[src/rtl/mandel_pkg.sv]
// Shared types and default widths for the Mandelbrot frame scheduler.
package mandel_pkg;

  localparam int NUM_ENGINES_DEF = 4;
  localparam int CW_DEF          = 12;
  localparam int HBI_DEF         = 32;

  typedef enum logic [1:0] {
    SLOT_FREE = 2'd0,
    SLOT_BUSY = 2'd1,
    SLOT_HOLD = 2'd2
  } slot_state_t;

  typedef enum logic [1:0] {
    ST_IDLE  = 2'd0,
    ST_RUN   = 2'd1,
    ST_DRAIN = 2'd2,
    ST_DONE  = 2'd3
  } fsm_t;

endpackage

[src/rtl/rr_arbiter.sv]
// Round-robin arbiter: one-hot grant to the first requester at or after the
// priority pointer; the pointer moves past the winner only when en is high.
module rr_arbiter #(
  parameter int N = 4
) (
  input  logic         clk,
  input  logic         rst,
  input  logic [N-1:0] req,
  input  logic         en,
  output logic [N-1:0] grant
);

  localparam int IW = (N > 1) ? $clog2(N) : 1;

  logic [IW-1:0] ptr_q;
  logic [IW-1:0] ptr_d;
  logic [IW-1:0] win;
  logic [IW:0]   cand;
  logic          found;

  always_comb begin
    grant = '0;
    found = 1'b0;
    win   = ptr_q;
    cand  = '0;
    for (int k = 0; k < N; k++) begin
      cand = {1'b0, ptr_q} + (IW+1)'(k);
      if (cand >= (IW+1)'(N)) cand = cand - (IW+1)'(N);
      if (!found && req[cand[IW-1:0]]) begin
        found = 1'b1;
        win   = cand[IW-1:0];
      end
    end
    if (found) grant[win] = 1'b1;
    ptr_d = ptr_q;
    if (en && found) ptr_d = (win == IW'(N - 1)) ? '0 : win + 1'b1;
  end

  always_ff @(posedge clk) begin
    if (rst) ptr_q <= '0;
    else     ptr_q <= ptr_d;
  end

endmodule

[src/rtl/mandel_scheduler.sv]
// Frame sequencer: scans pixels row-major, dispatches them to free engines and
// streams one (x,y,iter) record per pixel to the framebuffer writer.
module mandel_scheduler
  import mandel_pkg::*;
#(
  parameter int NUM_ENGINES = NUM_ENGINES_DEF,
  parameter int CW          = CW_DEF,
  parameter int HBI         = HBI_DEF
) (
  input  logic                       CLK,
  input  logic                       RST,
  input  logic                       frame_start,
  input  logic [CW-1:0]              h_res,
  input  logic [CW-1:0]              v_res,
  output logic                       frame_busy,
  output logic                       frame_done,
  output logic [NUM_ENGINES-1:0]     eng_start,
  output logic [CW-1:0]              eng_x,
  output logic [CW-1:0]              eng_y,
  input  logic [NUM_ENGINES-1:0]     eng_ready,
  input  logic [NUM_ENGINES*HBI-1:0] eng_iter,
  output logic                       pix_valid,
  input  logic                       pix_ready,
  output logic [CW-1:0]              pix_x,
  output logic [CW-1:0]              pix_y,
  output logic [HBI-1:0]             pix_iter,
  output fsm_t                       dbg_state
);

  localparam int IW = (NUM_ENGINES > 1) ? $clog2(NUM_ENGINES) : 1;

  fsm_t                   state_q, state_d;
  logic [CW-1:0]          h_last_q, h_last_d, v_last_q, v_last_d;
  logic [CW-1:0]          x_q, x_d, y_q, y_d;
  slot_state_t            slot_q [NUM_ENGINES];
  slot_state_t            slot_d [NUM_ENGINES];
  logic [CW-1:0]          tag_x_q [NUM_ENGINES];
  logic [CW-1:0]          tag_x_d [NUM_ENGINES];
  logic [CW-1:0]          tag_y_q [NUM_ENGINES];
  logic [CW-1:0]          tag_y_d [NUM_ENGINES];
  logic [NUM_ENGINES-1:0] eng_start_q, eng_start_d;
  logic [CW-1:0]          eng_x_q, eng_x_d, eng_y_q, eng_y_d;
  logic                   pix_valid_q, pix_valid_d;
  logic [CW-1:0]          pix_x_q, pix_x_d, pix_y_q, pix_y_d;
  logic [HBI-1:0]         pix_iter_q, pix_iter_d;
  logic                   frame_done_q, frame_done_d;

  logic [NUM_ENGINES-1:0] disp_req, disp_grant, coll_req, coll_grant;
  logic                   all_free, dispatch, coll_en, load;
  logic [IW-1:0]          cidx;

  always_comb begin
    disp_req = '0;
    coll_req = '0;
    all_free = 1'b1;
    for (int i = 0; i < NUM_ENGINES; i++) begin
      disp_req[i] = (state_q == ST_RUN) && (slot_q[i] == SLOT_FREE);
      coll_req[i] = (slot_q[i] == SLOT_HOLD);
      if (slot_q[i] != SLOT_FREE) all_free = 1'b0;
    end
  end

  // Output port is valid/ready: a record transfers on a cycle where pix_valid
  // and pix_ready are both high; while pix_valid && !pix_ready, pix_* hold.
  assign coll_en  = !pix_valid_q || pix_ready;
  assign dispatch = |disp_grant;
  assign load     = coll_en && (|coll_grant);

  rr_arbiter #(.N(NUM_ENGINES)) u_disp_arb (
    .clk  (CLK),
    .rst  (RST),
    .req  (disp_req),
    .en   (1'b1),
    .grant(disp_grant)
  );

  rr_arbiter #(.N(NUM_ENGINES)) u_coll_arb (
    .clk  (CLK),
    .rst  (RST),
    .req  (coll_req),
    .en   (coll_en),
    .grant(coll_grant)
  );

  always_comb begin
    cidx = '0;
    for (int i = 0; i < NUM_ENGINES; i++) begin
      if (coll_grant[i]) cidx = IW'(i);
    end
  end

  always_comb begin
    state_d      = state_q;
    h_last_d     = h_last_q;
    v_last_d     = v_last_q;
    x_d          = x_q;
    y_d          = y_q;
    frame_done_d = 1'b0;
    eng_start_d  = disp_grant;
    eng_x_d      = dispatch ? x_q : eng_x_q;
    eng_y_d      = dispatch ? y_q : eng_y_q;
    pix_valid_d  = pix_valid_q;
    pix_x_d      = pix_x_q;
    pix_y_d      = pix_y_q;
    pix_iter_d   = pix_iter_q;
    slot_d       = slot_q;
    tag_x_d      = tag_x_q;
    tag_y_d      = tag_y_q;

    if (coll_en) pix_valid_d = |coll_grant;
    if (load) begin
      pix_x_d    = tag_x_q[cidx];
      pix_y_d    = tag_y_q[cidx];
      pix_iter_d = eng_iter[cidx*HBI +: HBI];
    end

    // The engine still shows its previous result during its start cycle.
    for (int i = 0; i < NUM_ENGINES; i++) begin
      case (slot_q[i])
        SLOT_FREE: if (disp_grant[i]) begin
          slot_d[i]  = SLOT_BUSY;
          tag_x_d[i] = x_q;
          tag_y_d[i] = y_q;
        end
        SLOT_BUSY: if (!eng_start_q[i] && eng_ready[i]) slot_d[i] = SLOT_HOLD;
        SLOT_HOLD: if (load && coll_grant[i]) slot_d[i] = SLOT_FREE;
        default:   slot_d[i] = SLOT_FREE;
      endcase
    end

    case (state_q)
      ST_IDLE: if (frame_start) begin
        h_last_d = h_res - 1'b1;
        v_last_d = v_res - 1'b1;
        x_d      = '0;
        y_d      = '0;
        state_d  = (h_res == '0 || v_res == '0) ? ST_DONE : ST_RUN;
      end
      ST_RUN: if (dispatch) begin
        if (x_q == h_last_q) begin
          x_d = '0;
          if (y_q == v_last_q) state_d = ST_DRAIN;
          else                 y_d = y_q + 1'b1;
        end else begin
          x_d = x_q + 1'b1;
        end
      end
      ST_DRAIN: if (all_free && !pix_valid_q) state_d = ST_DONE;
      ST_DONE: begin
        state_d      = ST_IDLE;
        frame_done_d = 1'b1;
      end
      default: state_d = ST_IDLE;
    endcase
  end

  always_ff @(posedge CLK) begin
    if (RST) begin
      state_q      <= ST_IDLE;
      h_last_q     <= '0;
      v_last_q     <= '0;
      x_q          <= '0;
      y_q          <= '0;
      eng_start_q  <= '0;
      eng_x_q      <= '0;
      eng_y_q      <= '0;
      pix_valid_q  <= 1'b0;
      pix_x_q      <= '0;
      pix_y_q      <= '0;
      pix_iter_q   <= '0;
      frame_done_q <= 1'b0;
      for (int i = 0; i < NUM_ENGINES; i++) begin
        slot_q[i]  <= SLOT_FREE;
        tag_x_q[i] <= '0;
        tag_y_q[i] <= '0;
      end
    end else begin
      state_q      <= state_d;
      h_last_q     <= h_last_d;
      v_last_q     <= v_last_d;
      x_q          <= x_d;
      y_q          <= y_d;
      eng_start_q  <= eng_start_d;
      eng_x_q      <= eng_x_d;
      eng_y_q      <= eng_y_d;
      pix_valid_q  <= pix_valid_d;
      pix_x_q      <= pix_x_d;
      pix_y_q      <= pix_y_d;
      pix_iter_q   <= pix_iter_d;
      frame_done_q <= frame_done_d;
      slot_q       <= slot_d;
      tag_x_q      <= tag_x_d;
      tag_y_q      <= tag_y_d;
    end
  end

  assign frame_busy = (state_q != ST_IDLE);
  assign frame_done = frame_done_q;
  assign eng_start  = eng_start_q;
  assign eng_x      = eng_x_q;
  assign eng_y      = eng_y_q;
  assign pix_valid  = pix_valid_q;
  assign pix_x      = pix_x_q;
  assign pix_y      = pix_y_q;
  assign pix_iter   = pix_iter_q;
  assign dbg_state  = state_q;

endmodule

[config.mk]
export PLATFORM = sky130hd
export DESIGN_NAME = mandel_scheduler
export DESIGN_NICKNAME = d
export VERILOG_FILES = /design/src/rtl/mandel_pkg.sv /design/src/rtl/rr_arbiter.sv /design/src/rtl/mandel_scheduler.sv
export SDC_FILE = /design/constraint.sdc
export NUM_CORES = 1
export LEC_CHECK = 0
export ABC_AREA = 1
export CAP_MARGIN = 20
export CORE_ASPECT_RATIO = 1.75
export CORE_UTILIZATION = 40
export CTS_BUF_LIST = sky130_fd_sc_hd__clkbuf_4 sky130_fd_sc_hd__clkbuf_8
export CTS_CLUSTER_DIAMETER = 30
export DETAILED_ROUTE_END_ITERATION = 7
export HOLD_SLACK_MARGIN = 0.08
export PLACE_DENSITY = 0.76
export SLEW_MARGIN = 20
export SYNTH_ARGS = -nofsm -noshare
export SYNTH_HDL_FRONTEND = slang
export SYNTH_HIERARCHICAL = 1
export SYNTH_SLANG_ARGS = --single-unit
[constraint.sdc]
create_clock -name CLK -period 3.81 [get_ports CLK]
set_input_delay 1.143 -clock CLK [delete_from_list [all_inputs] [get_ports CLK]]
set_output_delay 1.143 -clock CLK [all_outputs]
set_load 0.005 [all_outputs]
# [After elaboration in Yosys (flattened, before gate mapping)]
# Cells that the tools add are included.
[word_totals] ff_bits=244 in_bits=160 output_inout_bits=89
[classes] reduce_logical=63 muxes=93 n_shift=1 add_sub_neg=20 n_bitwise=1 n_lt_le_gt_ge=21 n_eq_ne=33
[op_table] operator="128-bit by 8-bit variable part select with 32-bit output" count=1
[op_table] operator="12-bit 2-to-1 mux" count=10
[op_table] operator="2-bit 2-to-1 mux" count=38
[op_table] operator="12-bit binary-select mux with 2-bit select" count=2
[op_table] operator="12-bit case mux with 2 select lines" count=2
[op_table] operator="2-bit != test, second input constant" count=16
[op_table] operator="2-bit by 3-bit less-than comparator with 1-bit output, second input constant" count=10
[op_table] operator="12-bit by 1-bit adder with 12-bit output, second input constant" count=2
[op_table] operator="12-bit == test" count=2
[op_table] operator="12-bit zero test" count=2
[op_table] operator="1-bit 2-to-1 mux" count=24
[op_table] operator="2-bit case mux with 3 select lines" count=4
[op_table] operator="12-bit by 1-bit subtractor with 12-bit output, second input constant" count=2
[op_table] operator="1-bit logical AND" count=23
[op_table] operator="3-bit greater-or-equal comparator, second input constant" count=7
[op_table] operator="1-bit binary-select mux with 2-bit select" count=8
[op_table] operator="2-bit == test, second input constant" count=8
[op_table] operator="2-bit by 1-bit subtractor with 2-bit output, second input constant" count=8
[op_table] operator="3-bit AND reduction" count=5
[op_table] operator="2-bit by 2-bit adder with 3-bit output, second input constant" count=4
[op_table] operator="2-bit nonzero test" count=6
[op_table] operator="1-bit zero test" count=11
[op_table] operator="2-bit by 1-bit == test with 1-bit output, second input constant" count=5
[op_table] operator="2-bit zero test" count=5
[op_table] operator="13 further kinds" count=27

# [Depth between registers and ports, before layout]
[logic_depth] word_depth=26 mapped_depth=29

# [Modules after synthesis]
# Netlist, hierarchy kept.
[by_module_without_submodules] mod="mandel_scheduler" area_each_um2=11050.6 instances=1 cells_each=1594
[by_module_without_submodules] mod="rr_arbiter at u_disp_arb" area_each_um2=606.8 instances=1 cells_each=96
[by_module_without_submodules] mod="rr_arbiter at u_coll_arb" area_each_um2=535.5 instances=1 cells_each=104

# [Least setup slack after synthesis]
# No wires, ideal clock.
[synth_path] path_type="register to register" start="register state_q[1] (netlist: dbg_state[1])" end="register x_q[11]" setup_ns=0.117 slack_ns=0.827 required_time_ns=3.693 path_stages_with_launch=26 t_arrival_ns=2.866 path_cell_list="dfxtp_1 inv_1 ha_1 inv_2 nor2_1 nand2_2 nand3_1 nand2_2 nand3b_4 nand3_1 nand3_1 o21ai_1 ha_1 inv_1 nor2_1 nor2_1 nand2_2 inv_2 nand2_1 nand2_2 nor2_2 inv_2 nor2_1 nand2_1 xor2_1 nor2_1"
[synth_between] elab_chain_cells=22 word_cells_on_any_way=40
[synth_rtl] element="start, declared" line="mandel_scheduler.sv:32" rtl="fsm_t state_q, state_d;"
[synth_rtl] element="start signal, assigned" line="mandel_scheduler.sv:178" rtl="state_q <= state_d;"
[synth_rtl] element="2-bit by 1-bit == test with 1-bit output *" line="mandel_scheduler.sv:57" rtl="disp_req[i] = (state_q == ST_RUN) && (slot_q[i] == SLOT_FREE);"
[synth_rtl] element="1-bit logical AND *" line="mandel_scheduler.sv:57"
[synth_rtl] element="net disp_req[3]" line="mandel_scheduler.sv:48" rtl="logic [NUM_ENGINES-1:0] disp_req, disp_grant, coll_req, coll_grant;"
[synth_rtl] element="1-bit binary-select mux with 2-bit select" line="rr_arbiter.sv:29" rtl="if (!found && req[cand[IW-1:0]]) begin"
[synth_rtl] element="1-bit 2-to-1 mux (implied by the code)" line="rr_arbiter.sv:29"
[synth_rtl] element="1-bit 2-to-1 mux" line="rr_arbiter.sv:29"
[synth_rtl] element="1-bit zero test" line="rr_arbiter.sv:29"
[synth_rtl] element="1-bit logical AND" line="rr_arbiter.sv:29"
[synth_rtl] element="[8 not listed]"
[synth_rtl] element="1-bit logical AND (implied by the code)" line="rr_arbiter.sv:34" rtl="if (found) grant[win] = 1'b1;"
[synth_rtl] element="1-bit 2-to-1 mux (implied by the code)" line="rr_arbiter.sv:34"
[synth_rtl] element="1-bit demux with 2-bit select"
[synth_rtl] element="4-bit 2-to-1 mux *" line="rr_arbiter.sv:34"
[synth_rtl] element="net disp_grant[1]" line="mandel_scheduler.sv:48"
[synth_rtl] element="4-bit OR reduction *" line="mandel_scheduler.sv:66" rtl="assign dispatch = |disp_grant;"
[synth_rtl] element="2-bit != test (no source line) *"
[synth_rtl] element="3-bit AND reduction (no source line) *"
[synth_rtl] element="end signal, assigned" line="mandel_scheduler.sv:162" rtl="x_q <= '0;"
[synth_rtl] element="end signal, assigned" line="mandel_scheduler.sv:181" rtl="x_q <= x_d;"
[synth_rtl] element="end, declared" line="mandel_scheduler.sv:34" rtl="logic [CW-1:0] x_q, x_d, y_q, y_d;"
# The timed path passes the listed nets; every way through them passes the cells marked *. The select of a mux whose other input is x is not followed.
# A chain may end at the register's enable or synchronous reset.

# [Worst setup path in the final report]
[layout_path] start="register state_q[1] (netlist: dbg_state[1])" end="register x_q[8]"
# Same word-level chain as after synthesis.

==> impl_metrics.tcl <==
set metrics [dict create \
    outcome "complete, no violations" \
    fmax_ghz 0.2930 \
    syn_avg_cell_area_um2 6.797 \
    worst-path-max-fanout 18 \
    setup-violations-final 0 \
    htreeDepth 2 \
    ant_nets 0 \
    endpoint_kind "flip-flop" \
    detailroute.via_count 12850 \
    critical_path.max_stage_delay_ps 330 \
    netlist_top_cells_count "nor2_1 (367), o21ai_0 (328), dfxtp_1 (244)" \
    die-area_mm2 0.03121 \
    rsz0062_at_grt "false" \
    p_int_mw 7.211 \
    syn_to_final_growth_pct 30.97 \
    final_layout_size_suffix_gt1_share_pct 9.113 \
    reg2reg_depth 24 \
    cts_tree "built" \
    cap_violations 0 \
    avgViaCountPerCell 5.317 \
    powerDensity_mw_per_mm2 822.3 \
    p_sw_mw 5.920 \
    num_rows 84 \
    period_minus_slack_ps 3412 \
    ys_dominant_reg_cell "dfxtp_1" \
    drc 0 \
    start_util_pct 40.56 \
    critPathRequiredTime_ps 4310 \
    n_fill_cell 2846 \
    antenna_found_initial 0 \
    finalPower_mw 13.13 \
    place.gp.congestion 0.9190 \
    drt-initial-drc-count 751 \
    place_inst 2343 \
    grt_usage_pct 24.86 \
    holdPathStages 2 \
    die_width_um 134.0 \
    power_leakage_nw 6.498 \
    postPlaceCellArea_mm2 0.01499 \
    async_flop_share_pct 0 \
    cp_common_cell "nand2_2" \
    cp.arrival_ps 3910 \
    cts-buffers-inserted 40 \
    fin_area_mm2 0.01597 \
    hold_path.startpoint "tag_x_q[35]$_SDFFE_PP0P_" \
    post-synth-top-count-cell "nor2_1" \
    crit_slowest_cell "dfxtp_1" \
    syn_inst 1794 \
    numClockSinks 244 \
    grt_pass1_wl_mm 62.22 \
    fp.dieH_um 233.0 \
    yosys_warnings 6 \
    core-area_mm2 0.03006 \
    worst_pin_slew_ps 615.6 \
    root_buffer "clkbuf_8" \
    wl_per_cell_um 16.02 \
    diodes 0 \
    slew_headroom_pct 58.96 \
    post-route-util_pct 53.13 \
    nNetsFinal 2179 \
    clockBufferDepth 3 \
    netSwitchingFraction_pct 45.08 \
    crit_path_start_kind "flip-flop" \
    setup_tns_ps 0 \
    critPathLaunch "dbg_state[1]$_SDFFE_PP0P_" \
    fin_cells 2417 \
    post-synth-top-area-cell "dfxtp_1" \
    gr-total-overflow 0 \
    hold_path.class "flip-flop to flip-flop" \
    timing.rr.start "dbg_state[1]$_SDFFE_PP0P_" \
    yosys_register_bits 244 \
    clock_latency_ps 580 \
    crit_path_cell_trace "inv_1, ha_1, inv_4, nor2_2, nand2_2, nand3_1, nand2_2, nand3b_4, nand3_1, nand3_1, o21ai_1, ha_1, inv_1, nor2_1, nor2_1, nand2_2, inv_2, nand2_1, nand2_2, inv_4, nand2_1, nor2_1, a21oi_1, nor3_1" \
    grt_max_degree 99 \
    ys_seq_area_share_pct 40.06 \
    grt_pass1_vias 12620 \
    pin_count 249 \
    hpwl_mm 26.72 \
    yosysTopAreaCellShare_pct 40.06 \
    synthTopCellsByArea "dfxtp_1 (40%), o21ai_0 (13%), nor2_1 (11%), nand2_1 (6.3%), a21oi_1 (5.9%)" \
    crit_type "flip-flop to flip-flop" \
    drv_slew 0 \
    finalHoldViolCount 0 \
    synth-edff-count 0 \
    ys_types 39 \
    p_seq_share_pct 28.1 \
    worst_clock_skew_ps 31.83 \
    cts.reportedPaths.clkPinSlew_ps 70 \
    rrSetupSlack_ps 400 \
    post-route-period-util_pct 89.57 \
    firstDrtPassIters 5 \
    io_buffers 248 \
    routed_wl_mm 38.72 \
    comb_power_share_pct 52.1 \
    clkPwrFrac_pct 19.8 \
    cts_hold_buffers 0 \
    peakVddDrop_v 0.0008140 \
    syn-cell-area_mm2 0.01219 \
]
## registers in the layout (all words and copies together), names as in the netlist, 4 cells and up
name       flops
tag_x_q       48
tag_y_q       48
pix_iter      32
eng_x         12
eng_y         12
h_last_q      12
pix_x         12
pix_y         12
v_last_q      12
x_q           12
y_q           12
slot_q         8
eng_start      4
## per-layer routing
layer,part of all wire (%),GRT usage (%),up-vias
met2,52,46.97,518
li1,-,-,6364
met1,37,25.19,5830
met5,0,0,-
met3,6.0,4.139,139
met4,5.5,14.67,0
## timing repair
item | 4_1_cts | 5_1_grt
setup endpoints to repair | 0 | 35
resized for setup | 0 | 12
setup buffers | 0 | 2
## per-stage QoR
stage	setup WS (ps)	hold WS, ps
2_1_floorplan	826.9	429.7
3_3_place_gp	407.8	437.0
6_report	397.5	463.2
5_1_grt	18.66	491.4
3_5_place_dp	255.2	449.4
4_1_cts	268.6	458.8
## power groups by stage
stage | Combinational, mW | Clock [mW] | Sequential [mW]
2_1_floorplan | 4.57 | 0 | 3.64
3_3_place_gp | 6.59 | 0 | 3.71
3_5_place_dp | 6.74 | 0 | 3.73
4_1_cts | 6.79 | 2.65 | 3.69
5_1_grt | 7.71 | 2.77 | 3.76
6_report | 6.84 | 2.60 | 3.69
## final timing paths
check / endpoint
worst max-delay path: x_q[8]$_SDFFE_PP0P_
worst min-delay path: tag_x_q[35]$_SDFFE_PP0P_
worst max register to register: x_q[8]$_SDFFE_PP0P_
worst min register to register: tag_x_q[35]$_SDFFE_PP0P_
## cells by family (layout without fill, tap and decap cells)
kind of cell    Yosys count  count (layout)  share of synthesized area, %
flops                   244             244                         40.06
compound gates          545             545                         23.30
fa+ha+maj                19              19                         1.950
xor+xnor                 22              22                         1.580
buf+inv                 258             493                         8.548
simple gates            705             705                         24.53
other cells               1               2                       0.03076
## critical path: cells and delay by family, from the launching register on
kind / cells / cell delay, ps
fa+ha+maj: 2 / 430
simple gates: 15 / 1820
buf+inv: 5 / 550
compound gates: 2 / 220
flops: 1 / 330
## cells in the final DEF (no fill, tap or decap), types with 22 or more instances in the layout
cell and count:
a21oi_1 143, a31oi_1 61, clkbuf_8 50, clkdlybuf4s50_1 248
dfxtp_1 244, inv_1 127, nand2_1 204, nand2_2 32
nand3_1 43, nand4_1 22, nor2_1 356, o21ai_0 328
## final cells by class
type                    count  area [µm²]  share of cell area, %
multi-input cells        1293        6342                  39.72
well taps                 387       484.2                  3.032
repair buffers            275        2776                  17.39
clock inverters            15       182.7                  1.144
clock buffers              57       740.7                  4.638
flip-flops and latches    244        4885                  30.59
inverters                 146       558.0                  3.494
Note: power is estimated with default switching activity, not from simulation.
